==> src/rtl/fnd_scan_if.sv <==
// Bus between the FND scan controller and its user / downstream digit decoder.
// The driver side (display data source, decoder sink) uses the master modport;
// the scan controller itself uses the slave modport.
interface fnd_scan_if;
  logic        i_enable;
  logic [15:0] i_digit;
  logic [3:0]  i_dot_mask;
  logic [2:0]  o_select;
  logic [3:0]  o_bcd;
  logic        o_dot;
  logic        o_blank;
  logic        o_frame_done;

  modport master (
    output i_enable, i_digit, i_dot_mask,
    input  o_select, o_bcd, o_dot, o_blank, o_frame_done
  );

  modport slave (
    input  i_enable, i_digit, i_dot_mask,
    output o_select, o_bcd, o_dot, o_blank, o_frame_done
  );
endinterface

==> src/rtl/fnd_scan_controller.sv <==
// Time-multiplexed scan driver for a 4-digit FND: 4 digit slots then 4 dot slots,
// each slot a blanking interval followed by a show interval, with display data
// latched once per frame.
// Optional feature macro: FND_DOT_SKIP_EN (skip dot slots whose latched mask bit is 0).
module fnd_scan_controller #(
  parameter int unsigned TICK_DIV     = 100_000,
  parameter int unsigned BLANK_CYCLES = 16
) (
  input  logic        i_clk,
  input  logic        i_reset_n,
  fnd_scan_if.slave   bus
);

  localparam int unsigned CW = $clog2(TICK_DIV);

  typedef enum logic [1:0] {IDLE, BLANK, SHOW} state_t;

  state_t        state, state_d;
  logic [CW-1:0] cnt, cnt_d;
  logic [2:0]    slot, slot_d, slot_adv;
  logic [15:0]   sh_digit, sh_digit_d;
  logic [3:0]    sh_dot, sh_dot_d;
  logic          capture;
  logic [3:0]    bcd_q, bcd_d;
  logic          dot_q, dot_d;
  logic          blank_q, blank_d;
  logic          done_q, done_d;
  logic          blank_end, slot_end, slot_prelast;

  assign blank_end    = (cnt == CW'(BLANK_CYCLES - 1));
  assign slot_end     = (cnt == CW'(TICK_DIV - 1));
  assign slot_prelast = (cnt == CW'(TICK_DIV - 2));

  assign bus.o_select     = slot;
  assign bus.o_bcd        = bcd_q;
  assign bus.o_dot        = dot_q;
  assign bus.o_blank      = blank_q;
  assign bus.o_frame_done = done_q;

  // State register
  always_ff @(posedge i_clk or negedge i_reset_n) begin
    if (!i_reset_n) state <= IDLE;
    else            state <= state_d;
  end

  // Next-state logic; a low enable abandons the slot in progress
  always_comb begin
    state_d = state;
    case (state)
      IDLE:    if (bus.i_enable) state_d = BLANK;
      BLANK:   if (!bus.i_enable) state_d = IDLE;
               else if (blank_end) state_d = SHOW;
      SHOW:    if (!bus.i_enable) state_d = IDLE;
               else if (slot_end) state_d = BLANK;
      default: state_d = IDLE;
    endcase
  end

  // Slot following the current one; a result of 0 means the frame wraps
  always_comb begin
    slot_adv = 3'd0;
`ifdef FND_DOT_SKIP_EN
    if (slot < 3'd3) begin
      slot_adv = slot + 3'd1;
    end else begin
      for (int k = 3; k >= 0; k--) begin
        if (sh_dot[k] && ((3'(k) + 3'd4) > slot)) slot_adv = 3'(k) + 3'd4;
      end
    end
`else
    slot_adv = slot + 3'd1;
`endif
  end

  // Output / datapath next values; slot data only moves on the edge entering BLANK
  always_comb begin
    cnt_d   = cnt;
    slot_d  = slot;
    capture = 1'b0;
    done_d  = 1'b0;
    if (!bus.i_enable) begin
      cnt_d  = '0;
      slot_d = 3'd0;
    end else begin
      case (state)
        IDLE: begin
          cnt_d   = '0;
          slot_d  = 3'd0;
          capture = 1'b1;
        end
        BLANK: cnt_d = cnt + CW'(1);
        SHOW: begin
          done_d = slot_prelast && (slot_adv == 3'd0);
          if (slot_end) begin
            cnt_d   = '0;
            slot_d  = slot_adv;
            capture = (slot_adv == 3'd0);
          end else begin
            cnt_d = cnt + CW'(1);
          end
        end
        default: cnt_d = '0;
      endcase
    end

    sh_digit_d = capture ? bus.i_digit    : sh_digit;
    sh_dot_d   = capture ? bus.i_dot_mask : sh_dot;

    blank_d = (state_d != SHOW);
    if (state_d == IDLE) begin
      bcd_d = 4'hF;
      dot_d = 1'b0;
    end else if (slot_d[2]) begin
      bcd_d = 4'hF;
      dot_d = sh_dot_d[slot_d[1:0]];
    end else begin
      bcd_d = sh_digit_d[{slot_d[1:0], 2'b00} +: 4];
      dot_d = 1'b0;
    end
  end

  // Datapath and output registers
  always_ff @(posedge i_clk or negedge i_reset_n) begin
    if (!i_reset_n) begin
      cnt      <= '0;
      slot     <= 3'd0;
      sh_digit <= 16'h0000;
      sh_dot   <= 4'h0;
      bcd_q    <= 4'hF;
      dot_q    <= 1'b0;
      blank_q  <= 1'b1;
      done_q   <= 1'b0;
    end else begin
      cnt      <= cnt_d;
      slot     <= slot_d;
      sh_digit <= sh_digit_d;
      sh_dot   <= sh_dot_d;
      bcd_q    <= bcd_d;
      dot_q    <= dot_d;
      blank_q  <= blank_d;
      done_q   <= done_d;
    end
  end

endmodule

==> src/flat_wrapper.sv <==
// flat-port wrapper written by rule: the top's interface ports become plain ports
module fnd_scan_controller_flat 
#(
  parameter int unsigned TICK_DIV     = 100_000,
  parameter int unsigned BLANK_CYCLES = 16
)
  (i_clk, i_reset_n, bus_i_enable, bus_i_digit, bus_i_dot_mask, bus_o_select, bus_o_bcd, bus_o_dot, bus_o_blank, bus_o_frame_done);
  fnd_scan_if bus_i ();
  input  logic i_clk;
  input  logic i_reset_n;
  input wire logic [$bits(bus_i.i_enable)-1:0] bus_i_enable;
  input wire logic [$bits(bus_i.i_digit)-1:0] bus_i_digit;
  input wire logic [$bits(bus_i.i_dot_mask)-1:0] bus_i_dot_mask;
  output wire logic [$bits(bus_i.o_select)-1:0] bus_o_select;
  output wire logic [$bits(bus_i.o_bcd)-1:0] bus_o_bcd;
  output wire logic [$bits(bus_i.o_dot)-1:0] bus_o_dot;
  output wire logic [$bits(bus_i.o_blank)-1:0] bus_o_blank;
  output wire logic [$bits(bus_i.o_frame_done)-1:0] bus_o_frame_done;
  assign bus_i.i_enable = bus_i_enable;
  assign bus_i.i_digit = bus_i_digit;
  assign bus_i.i_dot_mask = bus_i_dot_mask;
  assign bus_o_select = bus_i.o_select;
  assign bus_o_bcd = bus_i.o_bcd;
  assign bus_o_dot = bus_i.o_dot;
  assign bus_o_blank = bus_i.o_blank;
  assign bus_o_frame_done = bus_i.o_frame_done;
  fnd_scan_controller #(.TICK_DIV(TICK_DIV), .BLANK_CYCLES(BLANK_CYCLES)) u_core (.i_clk(i_clk), .i_reset_n(i_reset_n), .bus(bus_i));
endmodule
==> config.mk <==
export PLATFORM = sky130hd
export DESIGN_NAME = fnd_scan_controller_flat
export DESIGN_NICKNAME = d
export VERILOG_FILES = /design/src/rtl/fnd_scan_if.sv /design/src/rtl/fnd_scan_controller.sv /design/src/flat_wrapper.sv
export SDC_FILE = /design/constraint.sdc
export NUM_CORES = 1
export LEC_CHECK = 0
export BUFFER_PORTS_ARGS = -buffer_cell sky130_fd_sc_hd__buf_2
export CAP_MARGIN = 5
export CORE_UTILIZATION = 40
export DETAILED_ROUTE_END_ITERATION = 7
export PLACE_DENSITY_LB_ADDON = 0.2
export SLEW_MARGIN = 10
export SYNTH_ARGS = -nofsm -noshare
export SYNTH_HDL_FRONTEND = slang
export SYNTH_SLANG_ARGS = --single-unit
==> constraint.sdc <==
create_clock -name i_clk -period 8.9 [get_ports i_clk]
set_clock_uncertainty 0.2 [all_clocks]
set_input_delay 0.445 -clock i_clk [delete_from_list [all_inputs] [get_ports i_clk]]
set_output_delay 0.445 -clock i_clk [all_outputs]
set_load 0.03 [all_outputs]
After elaboration in Yosys (flattened, before gate mapping)

Index checks and enable logic that the tools add are counted.
Widths: inputs -> output; s select.

Flip-flop bits (word level): 49
Input bits: 23
Output and inout port bits: 10
Logic and storage cells: 48

Add/sub/neg operators: 2
Order comparisons: 1
Eq/ne operators: 6
Shift-type cells: 1
Multiplexer cells: 25
Reduce and logical (&&, ||, !) cells: 4

Operators with widths:

| operator              | count |
|---|---|
| $eq 17x17->1 const B  | 2 |
| $mux 17               | 2 |
| $pmux 17 s2           | 1 |
| $add 17x1->17 const B | 1 |
| $eq 17x4->1 const B   | 1 |
| $mux 16               | 1 |
| $shiftx 16x5->4       | 1 |
| $mux 4                | 3 |
| $mux 2                | 5 |
| $mux 1                | 7 |
| $mux 3                | 2 |
| $pmux 2 s3            | 1 |
| $pmux 3 s2            | 1 |
| $logic_not 2->1       | 2 |
| $add 3x1->3 const B   | 1 |
| $logic_not 3->1       | 1 |
| $lt 2x3->1 const B    | 1 |
| $bmux 1 s2            | 1 |
| $eq 2x1->1 const B    | 1 |
| $eq 2x2->1 const B    | 1 |
| $ne 2x2->1 const B    | 1 |
| $pmux 1 s2            | 1 |
| $logic_and 1x1->1     | 1 |

Logic depth before layout (Yosys ltp)

Word-level depth: 10
Depth in mapped cells: 11
Mapped depth without buffers: 9

Worst setup path after synthesis

No wires, ideal clock.

Kind: register to register
From: register u_core.cnt[8]
To: register u_core.bcd_q[0], in the netlist u_core.bus.o_bcd[0]
Library setup time: 0.098 ns
Data arrival time: 2.489 ns
Slack: 6.112 ns
Cell stages (with the launch flop): 9
Path buffers: 1
Clock period less this slack: 2.788 ns
Path through: dfrtp_1 or4_4 nor4_4 mux2_1 a21bo_1 buf_2 inv_1 nor2_1 o311ai_1

Elaborated cells between the ends (all ways): 18

RTL lines:

| what                   | RTL line                   | RTL |
|---|---|---|
| start, declared        | fnd_scan_controller.sv:19  | `logic [CW-1:0] cnt, cnt_d;` |
| start signal, assigned | fnd_scan_controller.sv:134 | `cnt <= cnt_d;` |
| $eq 17x17->1           | fnd_scan_controller.sv:31  | `assign slot_end = (cnt == CW'(TICK_DIV - 1));` |
| $mux 3                 | fnd_scan_controller.sv:94  | `if (slot_end) begin` |
| $pmux 3 s2             | fnd_scan_controller.sv:85  | `case (state)` |
| $mux 3                 | fnd_scan_controller.sv:81  | `if (!bus.i_enable) begin` |
| via u_core.slot_d[1]   | fnd_scan_controller.sv:20  | `logic [2:0] slot, slot_d, slot_adv;` |
| $shiftx 16x5->4        | fnd_scan_controller.sv:117 | `bcd_d = sh_digit_d[{slot_d[1:0], 2'b00} +: 4];` |
| $mux 4                 | fnd_scan_controller.sv:113 | `end else if (slot_d[2]) begin` |
| $mux 4                 | fnd_scan_controller.sv:110 | `if (state_d == IDLE) begin` |
| via u_core.bcd_d[0]    | fnd_scan_controller.sv:24  | `logic [3:0] bcd_q, bcd_d;` |
| end signal, assigned   | fnd_scan_controller.sv:129 | `bcd_q <= 4'hF;` |
| end signal, assigned   | fnd_scan_controller.sv:138 | `bcd_q <= bcd_d;` |
| end, declared          | fnd_scan_controller.sv:24  |  |

The timed path passes the listed nets, and every way through them passes these cells.

Worst setup path in the final report

From: register u_core.cnt[8]
To: register u_core.bcd_q[2], in the netlist u_core.bus.o_bcd[2]

Same word-level chain as after synthesis.

==> results.yml <==
clock_network:
  cts-buffers-inserted: 5
  cts_buffer_depth: 2
  clock_sinks: 49
  ctsResizeCount: 0
  clk_pin_slew_worst_paths_ns: 0.09
  cts_setup_buffers: 0
  root_buffer: "clkbuf_8"
  insertion_delay_ns: 0.31
  cts_max_level: 2
  cts_tree: "yes"
  postCtsHoldBufs: 0
logic_synthesis:
  ys_seq_elements: 49
  yosysSeqAreaShare_pct: 49.5
  ys_async_sr_fraction_pct: 100
  synth_ff_type: "dfrtp_1"
  syn_area_mm2: 0.00249
  synth_enable_flop_cells: 0
  synth.avg_cell_area_um2: 10.6
  synth_top_cell_by_area: "dfrtp_1"
  yosysWarnings: 0
  synthCells: 234
  synth_top_cells_by_area: "dfrtp_1 44%, mux2_2 6.8%, nor2_1 5.6%, dfstp_2 5.3%, xor2_1 4.6%"
  synth_top_area_share_pct: 44.2
  syn_nets: 265
  synth_cell_types: 45
timing:
  fmax_mhz: 320
  period_needed_ns: 3.12
  hold_viol_final: 0
  rsz0062_at_grt: "no"
  setup_viol: 0
  setup_tns_ns: 0
  slew_viol_final: 0
  finalCritPeriodShare_pct: 35.1
  slew_headroom_pct: 52.6
  worstMarginPinSlew_ns: 0.709
power:
  pwr-share-clk_pct: 22.7
  seqPwrFrac_pct: 47.2
  sw_frac_of_total_pct: 31.3
  switching_power_w: 0.000203
  p_int_w: 0.000445
  power_leakage_nw: 1.26
  ir_drop_mv: 0.130
  power_frac_comb_pct: 30.1
  powerDensity_mw_per_mm2: 229
final_layout:
  layout_commonest_cell: "dfrtp_1"
  nNetsFinal: 297
  diodes: 0
  area_growth_pct: 13.8
  final_cell_mix: "44 x dfrtp_1, 37 x nor2_1, 32 x buf_2"
  fillers: 551
  final_cell_area_mm2: 0.00283
  drive_gt1_share_pct: 26.2
global_route:
  grt_max_degree: 50
  overflow: 0
  antenna_found_initial: 0
  grt_usage_pct: 16.4
  grt_pass1_vias: 1698
  grt_pass1_wl_um: 8140
worst_setup_path:
  arrival_ns: 3.13
  worst_path_max_delay_cell: "or4_4"
  cp-start-kind: "flop"
  path_class: "flop to flop"
  cp_max_fo: 10
  crit_required_ns: 8.91
  crit_path_cell_trace: "or4_4, nor4_4, mux2_1, a21bo_1, inv_1, nor2_1, o311ai_1"
  endpoint_kind: "flop"
  slowest_delay_ns: 0.57
floorplanning:
  coreArea_mm2: 0.00596
  pin_count: 33
  die_area_mm2: 0.00655
  start_util_pct: 41.8
  die_h_um: 80.9
  rows: 28
  die_x_um: 80.9
drt:
  via_per_inst: 5.25
  wirelength_um: 4850
  post_drt_wl_per_cell_um: 14.2
  initialDrtViolationCount: 66
  drtAntennaViolNets: 0
  drt_first_pass_iters: 4
  num_vias: 1795
  drc: 0
place:
  routabilityCongestion: 0.780
  port_buffers: 32
  place.detailed.hpwl_um: 3440
  place_area_mm2: 0.00273
hold_path:
  hold_path.class: "input pin to asynchronous set/reset pin"
flow_run:
  timing.max_cap.violations: 0
outcome:
  status: "finished, final reports clean"
## layout make-up
type	count	area, µm²	area share [%]
multi-input cells	169	1200	42.3
clock inverters	1	8.76	0.309
flip-flops and latches	49	1230	43.5
well taps	75	93.8	3.31
repair buffers	35	183	6.45
inverters	6	22.5	0.795
clock buffers	7	96.3	3.40
## sequential cells by signal (all words and copies together), names as in the netlist
| register | cells |
|---|---|
| u_core.bus.o_blank | 1 |
| u_core.cnt | 17 |
| u_core.bus.o_frame_done | 1 |
| u_core.bus.o_bcd | 4 |
| u_core.bus.o_select | 3 |
| u_core.state | 2 |
| u_core.sh_dot | 4 |
| u_core.bus.o_dot | 1 |
| u_core.sh_digit | 16 |
## path summary, 6_finish.rpt
path,from,slack (ns),endpoint,cells past startpoint
setup / recovery,u_core.cnt[8],5.78,u_core.bus.o_bcd[2],7
hold / removal,i_reset_n,0.03,u_core.sh_digit[7],2
setup reg to reg,u_core.cnt[8],5.78,u_core.bus.o_bcd[2],7
hold reg to reg,u_core.sh_digit[13],0.30,u_core.sh_digit[13],1
max in group asynchronous,i_reset_n,8.07,u_core.cnt[4],2
min in group i_clk,bus_i_digit[12],0.18,u_core.sh_digit[12],2
## critical path: cells and delay by family, from the launching register on
| family | cells | cell delay [ns] |
|---|---|---|
| multiplexers | 1 | 0.39 |
| AO/OA/AOI/OAI | 2 | 0.56 |
| AND/OR/NAND/NOR | 3 | 1.15 |
| flip-flops | 1 | 0.44 |
| buffers and inverters | 1 | 0.27 |
## per-stage QoR
step,hold slack [ns],setup slack [ns],instances,power (W),util [%]
2_1_floorplan,-0.0506,6.11,234,0.000453,-
3_3_place_gp,0.271,5.85,334,0.000503,45.8
3_5_place_dp,0.275,5.78,334,0.000507,45.8
4_1_cts,0.0516,5.78,342,0.000654,47.6
5_1_grt,0.0863,5.60,342,0.000688,47.6
6_report,0.0286,5.78,342,0.000648,47.6
## layer usage
metal	wire length [µm]	vias up	track usage [%]	part of all wire, %
met2	2190	41	24.5	45
met3	182	6	3.60	3.8
met1	2410	853	23.2	50
li1	-	895	-	-
met4	66	0	6.25	1.4
met5	0	-	0	0
## kinds of logic (layout without fill, tap and decap cells)
kind of cell | count (synthesis) | in the layout | share of synthesized area (%)
xor gates and xnor gates | 16 | 16 | 5.63
adders and majority gates | 8 | 8 | 4.02
muxes | 21 | 21 | 10.0
and+or+nand+nor | 96 | 96 | 19.9
AOI/OAI and AO/OA | 28 | 28 | 8.14
buffers and inverters | 16 | 49 | 2.76
DFF | 49 | 49 | 49.5
## Yosys cell counts (all sizes together), types with 2 or more instances
cell type,n
and3,4
inv,6
and4,2
nand3,14
o211ai,5
o21ai,4
or2,4
xnor2,3
mux2,20
nor3,3
nor4bb,2
nor2b,3
clkbuf,5
nand2,12
xor2,13
nand4,6
nor2,37
ha,8
nor4,3
dfrtp,44
o311ai,4
a31oi,2
dfstp,5
a21oi,4
buf,5
## power groups by stage
stage	registers, W	clock network [W]	logic, W
floorplan	0.000323	0	0.000130
global placement	0.000308	0	0.000195
detailed placement	0.000311	0	0.000197
CTS	0.000306	0.000151	0.000197
global route	0.000313	0.000160	0.000215
finish	0.000306	0.000147	0.000195
Note: power is estimated with default switching activity, not from simulation.
